[config.mk]
export PLATFORM = sky130hd
export DESIGN_NAME = bcd_display_sequencer
export DESIGN_NICKNAME = d
export VERILOG_FILES = /design/src/rtl/bcd_display_sequencer.sv
export SDC_FILE = /design/constraint.sdc
export NUM_CORES = 1
export LEC_CHECK = 0
export ABC_AREA = 1
export CORE_MARGIN = 4
export CORE_UTILIZATION = 36
export DETAILED_ROUTE_END_ITERATION = 8
export HOLD_SLACK_MARGIN = 0.12
export PLACE_DENSITY_LB_ADDON = 0.15
export SETUP_SLACK_MARGIN = 0.4
export SLEW_MARGIN = 5
export SYNTH_ARGS = -nofsm -noshare
export SYNTH_HDL_FRONTEND = slang
export SYNTH_SLANG_ARGS = --single-unit
export TNS_END_PERCENT = 1
[constraint.sdc]
create_clock -name CLOCK_50 -period 3 [get_ports CLOCK_50]
set_clock_uncertainty 0.15 [all_clocks]
set_input_delay 0.6 -clock CLOCK_50 [delete_from_list [all_inputs] [get_ports CLOCK_50]]
set_output_delay 0.6 -clock CLOCK_50 [all_outputs]
set_load 0.03 [all_outputs]
[src/rtl/bcd_display_sequencer.sv]
// rtl/bcd_display_sequencer.sv - time-shared BCD range check and 7-segment decode for four digits
//
// Purpose:
//   Captures four BCD nibbles on a load strobe, then walks one shared
//   range checker / segment decoder across digits 0..3, spending
//   STEP_CYCLES clocks on each digit and writing the result into that
//   digit's output register.
//
// Ports:
//   CLOCK_50  in   clock, all state changes on its rising edge
//   reset     in   asynchronous active-high reset
//   SW        in   [15:0] four BCD nibbles, SW[4k+3:4k] is digit k
//   load      in   capture request, honoured only while busy is low
//   HEX0..3   out  [6:0] registered active-low segments, order gfedcba
//   err       out  [3:0] registered, err[k] set when digit k was above 9
//   busy      out  registered, high during a scan
//   done      out  registered, one-cycle pulse when a scan completes

module bcd_display_sequencer #(
  parameter int STEP_CYCLES = 1
) (
  input  logic        CLOCK_50,
  input  logic        reset,
  input  logic [15:0] SW,
  input  logic        load,
  output logic [6:0]  HEX0,
  output logic [6:0]  HEX1,
  output logic [6:0]  HEX2,
  output logic [6:0]  HEX3,
  output logic [3:0]  err,
  output logic        busy,
  output logic        done
);

  localparam int DIGITS = 4;
  // A single-cycle step still needs a 1-bit prescaler so the compare is legal.
  localparam int PW = (STEP_CYCLES > 1) ? $clog2(STEP_CYCLES) : 1;
  localparam logic [PW-1:0] PRE_LAST = PW'(STEP_CYCLES - 1);
  localparam logic [1:0]    IDX_LAST = 2'(DIGITS - 1);

  typedef enum logic [1:0] {
    S_IDLE = 2'd0,
    S_SCAN = 2'd1,
    S_DONE = 2'd2
  } state_t;

  state_t        state;
  state_t        state_n;
  logic [15:0]   data_q;
  logic [1:0]    idx;
  logic [PW-1:0] pre;
  logic [6:0]    hex_q [DIGITS];

  logic          capture;
  logic          step_last;
  logic          write_en;
  logic [3:0]    nibble;
  logic [6:0]    seg;
  logic          nib_err;

  // Shared datapath: always looks at the nibble selected by idx.
  assign nibble  = data_q[{idx, 2'b00} +: 4];
  assign nib_err = (nibble > 4'd9);

  always_comb begin
    seg = 7'b0111111;
    case (nibble)
      4'd0:    seg = 7'b1000000;
      4'd1:    seg = 7'b1111001;
      4'd2:    seg = 7'b0100100;
      4'd3:    seg = 7'b0110000;
      4'd4:    seg = 7'b0011001;
      4'd5:    seg = 7'b0010010;
      4'd6:    seg = 7'b0000010;
      4'd7:    seg = 7'b1111000;
      4'd8:    seg = 7'b0000000;
      4'd9:    seg = 7'b0010000;
      default: seg = 7'b0111111;
    endcase
  end

  assign step_last = (pre == PRE_LAST);

  always_comb begin
    state_n  = state;
    capture  = 1'b0;
    write_en = 1'b0;
    case (state)
      S_IDLE: begin
        if (load) begin
          capture = 1'b1;
          state_n = S_SCAN;
        end
      end
      S_SCAN: begin
        if (step_last) begin
          write_en = 1'b1;
          if (idx == IDX_LAST) begin
            state_n = S_DONE;
          end
        end
      end
      S_DONE: begin
        // Back-to-back scans: a load seen here restarts without passing IDLE.
        if (load) begin
          capture = 1'b1;
          state_n = S_SCAN;
        end else begin
          state_n = S_IDLE;
        end
      end
      default: state_n = S_IDLE;
    endcase
  end

  always_ff @(posedge CLOCK_50 or posedge reset) begin
    if (reset) begin
      state  <= S_IDLE;
      busy   <= 1'b0;
      done   <= 1'b0;
      data_q <= 16'h0000;
      idx    <= 2'd0;
      pre    <= '0;
      err    <= 4'b0000;
      for (int k = 0; k < DIGITS; k++) begin
        hex_q[k] <= 7'b1111111;
      end
    end else begin
      state <= state_n;
      busy  <= (state_n == S_SCAN);
      done  <= (state_n == S_DONE);
      if (capture) begin
        data_q <= SW;
        err    <= 4'b0000;
        idx    <= 2'd0;
        pre    <= '0;
      end else if (state == S_SCAN) begin
        if (write_en) begin
          hex_q[idx] <= seg;
          err[idx]   <= nib_err;
          pre        <= '0;
          idx        <= idx + 2'd1;
        end else begin
          pre <= pre + 1'b1;
        end
      end
    end
  end

  assign HEX0 = hex_q[0];
  assign HEX1 = hex_q[1];
  assign HEX2 = hex_q[2];
  assign HEX3 = hex_q[3];

endmodule

==> results.rst <==
.. list-table::
   :header-rows: 1

   * - Metric
     - Value
   * - Result of the run
     - completed
   * - Type of the most critical hold path
     - reg2reg
   * - Number of design rule violations left after detail routing
     - 0
   * - Clock period minus final worst setup slack
     - 2.31 ns
   * - Post-Route Utilization
     - 48.1%
   * - Maximum number of pins on one net before global-route repair
     - 32
   * - Post-DP Area
     - 3260 um2
   * - Critical path startpoint category
     - flip-flop
   * - Count of cell instances traversed by the critical path
     - 1
   * - Worst setup path class
     - reg2out
   * - Period utilization
     - 76.9%
   * - Capture instance of the worst register-to-register path
     - HEX0[6]
   * - Clock power frac
     - 8.8%
   * - Cell at the root of the clock tree
     - sky130_fd_sc_hd__clkbuf_8
   * - Wire length of the first global-routing pass
     - 10,100 um
   * - Number of gates given a new drive strength after cts
     - 0
   * - # Post-CTS Setup Buffers
     - 0
   * - Via count of the routed design
     - 1,987
   * - Switching Power
     - 0.00220 W
   * - Main flop type after synthesis
     - sky130_fd_sc_hd__dfstp_2
   * - Initial antenna violation count
     - 0
   * - Final Net Count
     - 374
   * - CTS tree
     - yes
   * - CP delay by family, top
     - buffers and inverters
   * - Average footprint of a synthesized cell
     - 9.04 um2
   * - Worst endpoint data arrival time
     - 1.56 ns
   * - Internal power summed over all cells
     - 0.00231 W
   * - GRT Max-Usage Layer
     - met1
   * - Final Wtd Congestion
     - 0.845
   * - Synthesized instance count
     - 290
   * - Number of buffer cells added on primary ports
     - 52
   * - Worst-skew pair later-pin latency
     - 0.30 ns
   * - Clk buf depth
     - 2
   * - Worst-margin pin slew
     - 0.660 ns
   * - Register bit total from synthesis
     - 55
   * - Overflow after GRT
     - 0
   * - Count of fill cells added during filler insertion
     - 710
   * - Vias in the first global route
     - 2,055
   * - Setup slack of the most critical reg-to-reg path
     - 0.95 ns
   * - Crit path cell chain
     - clkdlybuf4s50_1
   * - Count of different cell masters after synthesis
     - 25
   * - Die Y-Extent
     - 93.3 um
   * - Final Hold Violating Endpoints
     - 0
   * - CTS H-tree depth
     - 2
   * - Design Power
     - 0.00451 W
   * - Site row count
     - 30
   * - Slowest library cell on the worst path
     - sky130_fd_sc_hd__clkdlybuf4s50_1
   * - Number of nets produced by synthesis
     - 318
   * - Max-slew violations
     - 0
   * - Total area of multi-input combinational cells
     - 1090 um2
   * - Count of clock tree sinks
     - 55
   * - Design area
     - 3340 um2
   * - Setup Viol. Count Final
     - 0
   * - Critical Path Start
     - HEX0[1]
   * - Headroom to the max-slew limit
     - 55.9%
   * - Worst path required time
     - 2.25 ns
   * - Number of max-cap violations
     - 0
   * - Register cell area after layout
     - 1410 um2
   * - Critical path capture point
     - HEX0[1]
   * - Antenna-violating nets left
     - 0
   * - Combinational share of power
     - 59.6%
   * - Power per cell area
     - 1350 nW/um2
   * - Mean routed wirelength per cell
     - 13.1 um
   * - Capturing element type of the critical path
     - output pin
   * - Global-route usage over all layers
     - 14.6%
   * - Seq pwr share
     - 31.6%
   * - Yosys Warn Count
     - 0
   * - Global routing usage on met1
     - 21.5%
   * - Aggregate routed wire length
     - 5820 um
   * - Total standard cell area after synthesis
     - 2620 um2
   * - Met3 track demand over resource in global routing
     - 2.74%
   * - Fraction of registers with async set or reset after synthesis
     - 100%
   * - RSZ-0062 raised after global routing
     - false
   * - Floorplan core area
     - 6940 um2
   * - Die area
     - 8710 um2
   * - CTS buffer count
     - 5
   * - Chip Width
     - 93.3 um
   * - Sequential element share of the synthesized area
     - 53.8%
   * - Initial cell density of the core
     - 37.7%
   * - Met2 routing resource usage after global routing
     - 20.9%
   * - Reg2Reg Launch Point
     - idx[0]
   * - Fraction of final layout cells with drive strength greater than 1
     - 20.5%
   * - Cell count of the worst reg-to-reg path
     - 6
   * - Net Sw Frac
     - 48.8%
   * - Slowest cell delay on critical path
     - 0.69 ns
   * - First-pass DRT Iterations
     - 4
   * - Drt initial violations
     - 83
   * - Number of flops mapped to enable cells by yosys
     - 0
   * - Clock Pin Slew Worst Setup and Hold Paths
     - 0.10 ns
   * - Peak supply drop
     - 0.000492 V
   * - Static Leakage
     - 1.57 nW
   * - Maximum fanout encountered on the critical timing path
     - 2
   * - Critical path buffers and inverters
     - 1
   * - Aggregate negative setup slack
     - 0 ns
   * - Post-route worst hold slack
     - 0.321 ns
   * - Vias per inst
     - 4.49
   * - Maximum frequency from static timing analysis
     - 434 MHz
   * - Antenna diode count
     - 0
   * - Post-cts hold buffer count
     - 0
   * - I/O pin total
     - 53
   * - Detailed Place HPWL
     - 4240 um
   * - Post-synthesis to final-layout area growth
     - 27.4%
## area by class of cell
class,count,area share [%]
timing repair buffer,55,16.6
sequential,55,42.3
multi-input combinational,209,32.7
tap,96,3.60
clock buffer,7,2.29
inverter,20,2.32
clock inverter,1,0.150
## cells by family after synthesis
logic type,after synthesis,share of synthesized area [%]
compound gates,20,4.10
fa+ha+maj,9,4.30
buf+inv,26,4.44
flops,55,53.8
simple gates,180,33.3
## sequential cells by signal, summed over array words and instances (netlist names)
signal,count
HEX2,7
HEX3,7
pre,1
state,2
done,1
HEX0,7
data_q,16
HEX1,7
idx,2
busy,1
err,4
## per-layer routing
layer  up-vias  part of all wire (%)  wire length, um
met4         0                   1.9              108
met2        41                    43             2510
met3         9                   3.6              210
li1       1012                     -                -
met5         -                     0                0
met1       925                    51             2990
## power groups by stage
stage	Sequential, W	Combinational (W)	Clock, W
2_1_floorplan	0.00179	0.00156	0
3_5_place_dp	0.00144	0.00271	0
6_report	0.00142	0.00269	0.000398
5_1_grt	0.00147	0.00299	0.000444
3_3_place_gp	0.00144	0.00269	0
4_1_cts	0.00143	0.00273	0.000411
## per-stage QoR
stage,cells,setup slack [ns]
6_report,443,0.694
5_1_grt,443,0.658
4_1_cts,443,0.680
3_5_place_dp,435,0.871
3_3_place_gp,435,0.872
2_1_floorplan,290,0.953
## worst min path at each step
stage | depth (start not counted) | from | endpoint | slack [ns]
finish | 2 | HEX1[2] | HEX1[2] | 0.32
global route | 2 | HEX1[6] | HEX1[6] | 0.34
detailed placement | 2 | HEX3[2] | HEX3[2] | 0.31
global placement | 2 | HEX3[2] | HEX3[2] | 0.31
floorplan | 2 | data_q[14] | data_q[14] | 0.30
CTS | 2 | HEX2[5] | HEX2[5] | 0.32
## cells in the mapped netlist, types with 3 or more instances
library cell               count  share of area [%]
sky130_fd_sc_hd__nand2_2       7                1.7
sky130_fd_sc_hd__nand2_1     133                 19
sky130_fd_sc_hd__dfrtp_1      27                 26
sky130_fd_sc_hd__ha_1          9                4.3
sky130_fd_sc_hd__nand3_1      10                1.9
sky130_fd_sc_hd__o21ai_1       4               0.76
sky130_fd_sc_hd__o21ai_0       6                1.1
sky130_fd_sc_hd__dfstp_2      28                 28
sky130_fd_sc_hd__a31oi_1       4               0.95
sky130_fd_sc_hd__nand2_4       7                3.0
sky130_fd_sc_hd__clkbuf_1      3               0.43
sky130_fd_sc_hd__nor2_1        7                1.0
sky130_fd_sc_hd__nor2_2        4               0.95
sky130_fd_sc_hd__inv_1        15                2.1
sky130_fd_sc_hd__a21oi_1       5               0.95
sky130_fd_sc_hd__nand3_2       7                2.7
sky130_fd_sc_hd__inv_2         3               0.43
## cell usage in the layout, fill, tap and decap left out, drive strengths merged
master / netlist / final
ha: 9 / 9
nor2: 11 / 11
a21oi: 5 / 5
nand2: 149 / 149
o21ai: 10 / 10
dfstp: 28 / 28
buf: 3 / 3
clkinv: 1 / 2
nand3: 19 / 19
clkdlybuf4s50: 0 / 52
clkbuf: 3 / 7
dfrtp: 27 / 27
nor3: 1 / 1
a211oi: 1 / 1
inv: 19 / 19
a31oi: 4 / 4
Power figures use the tool's default switching activity.
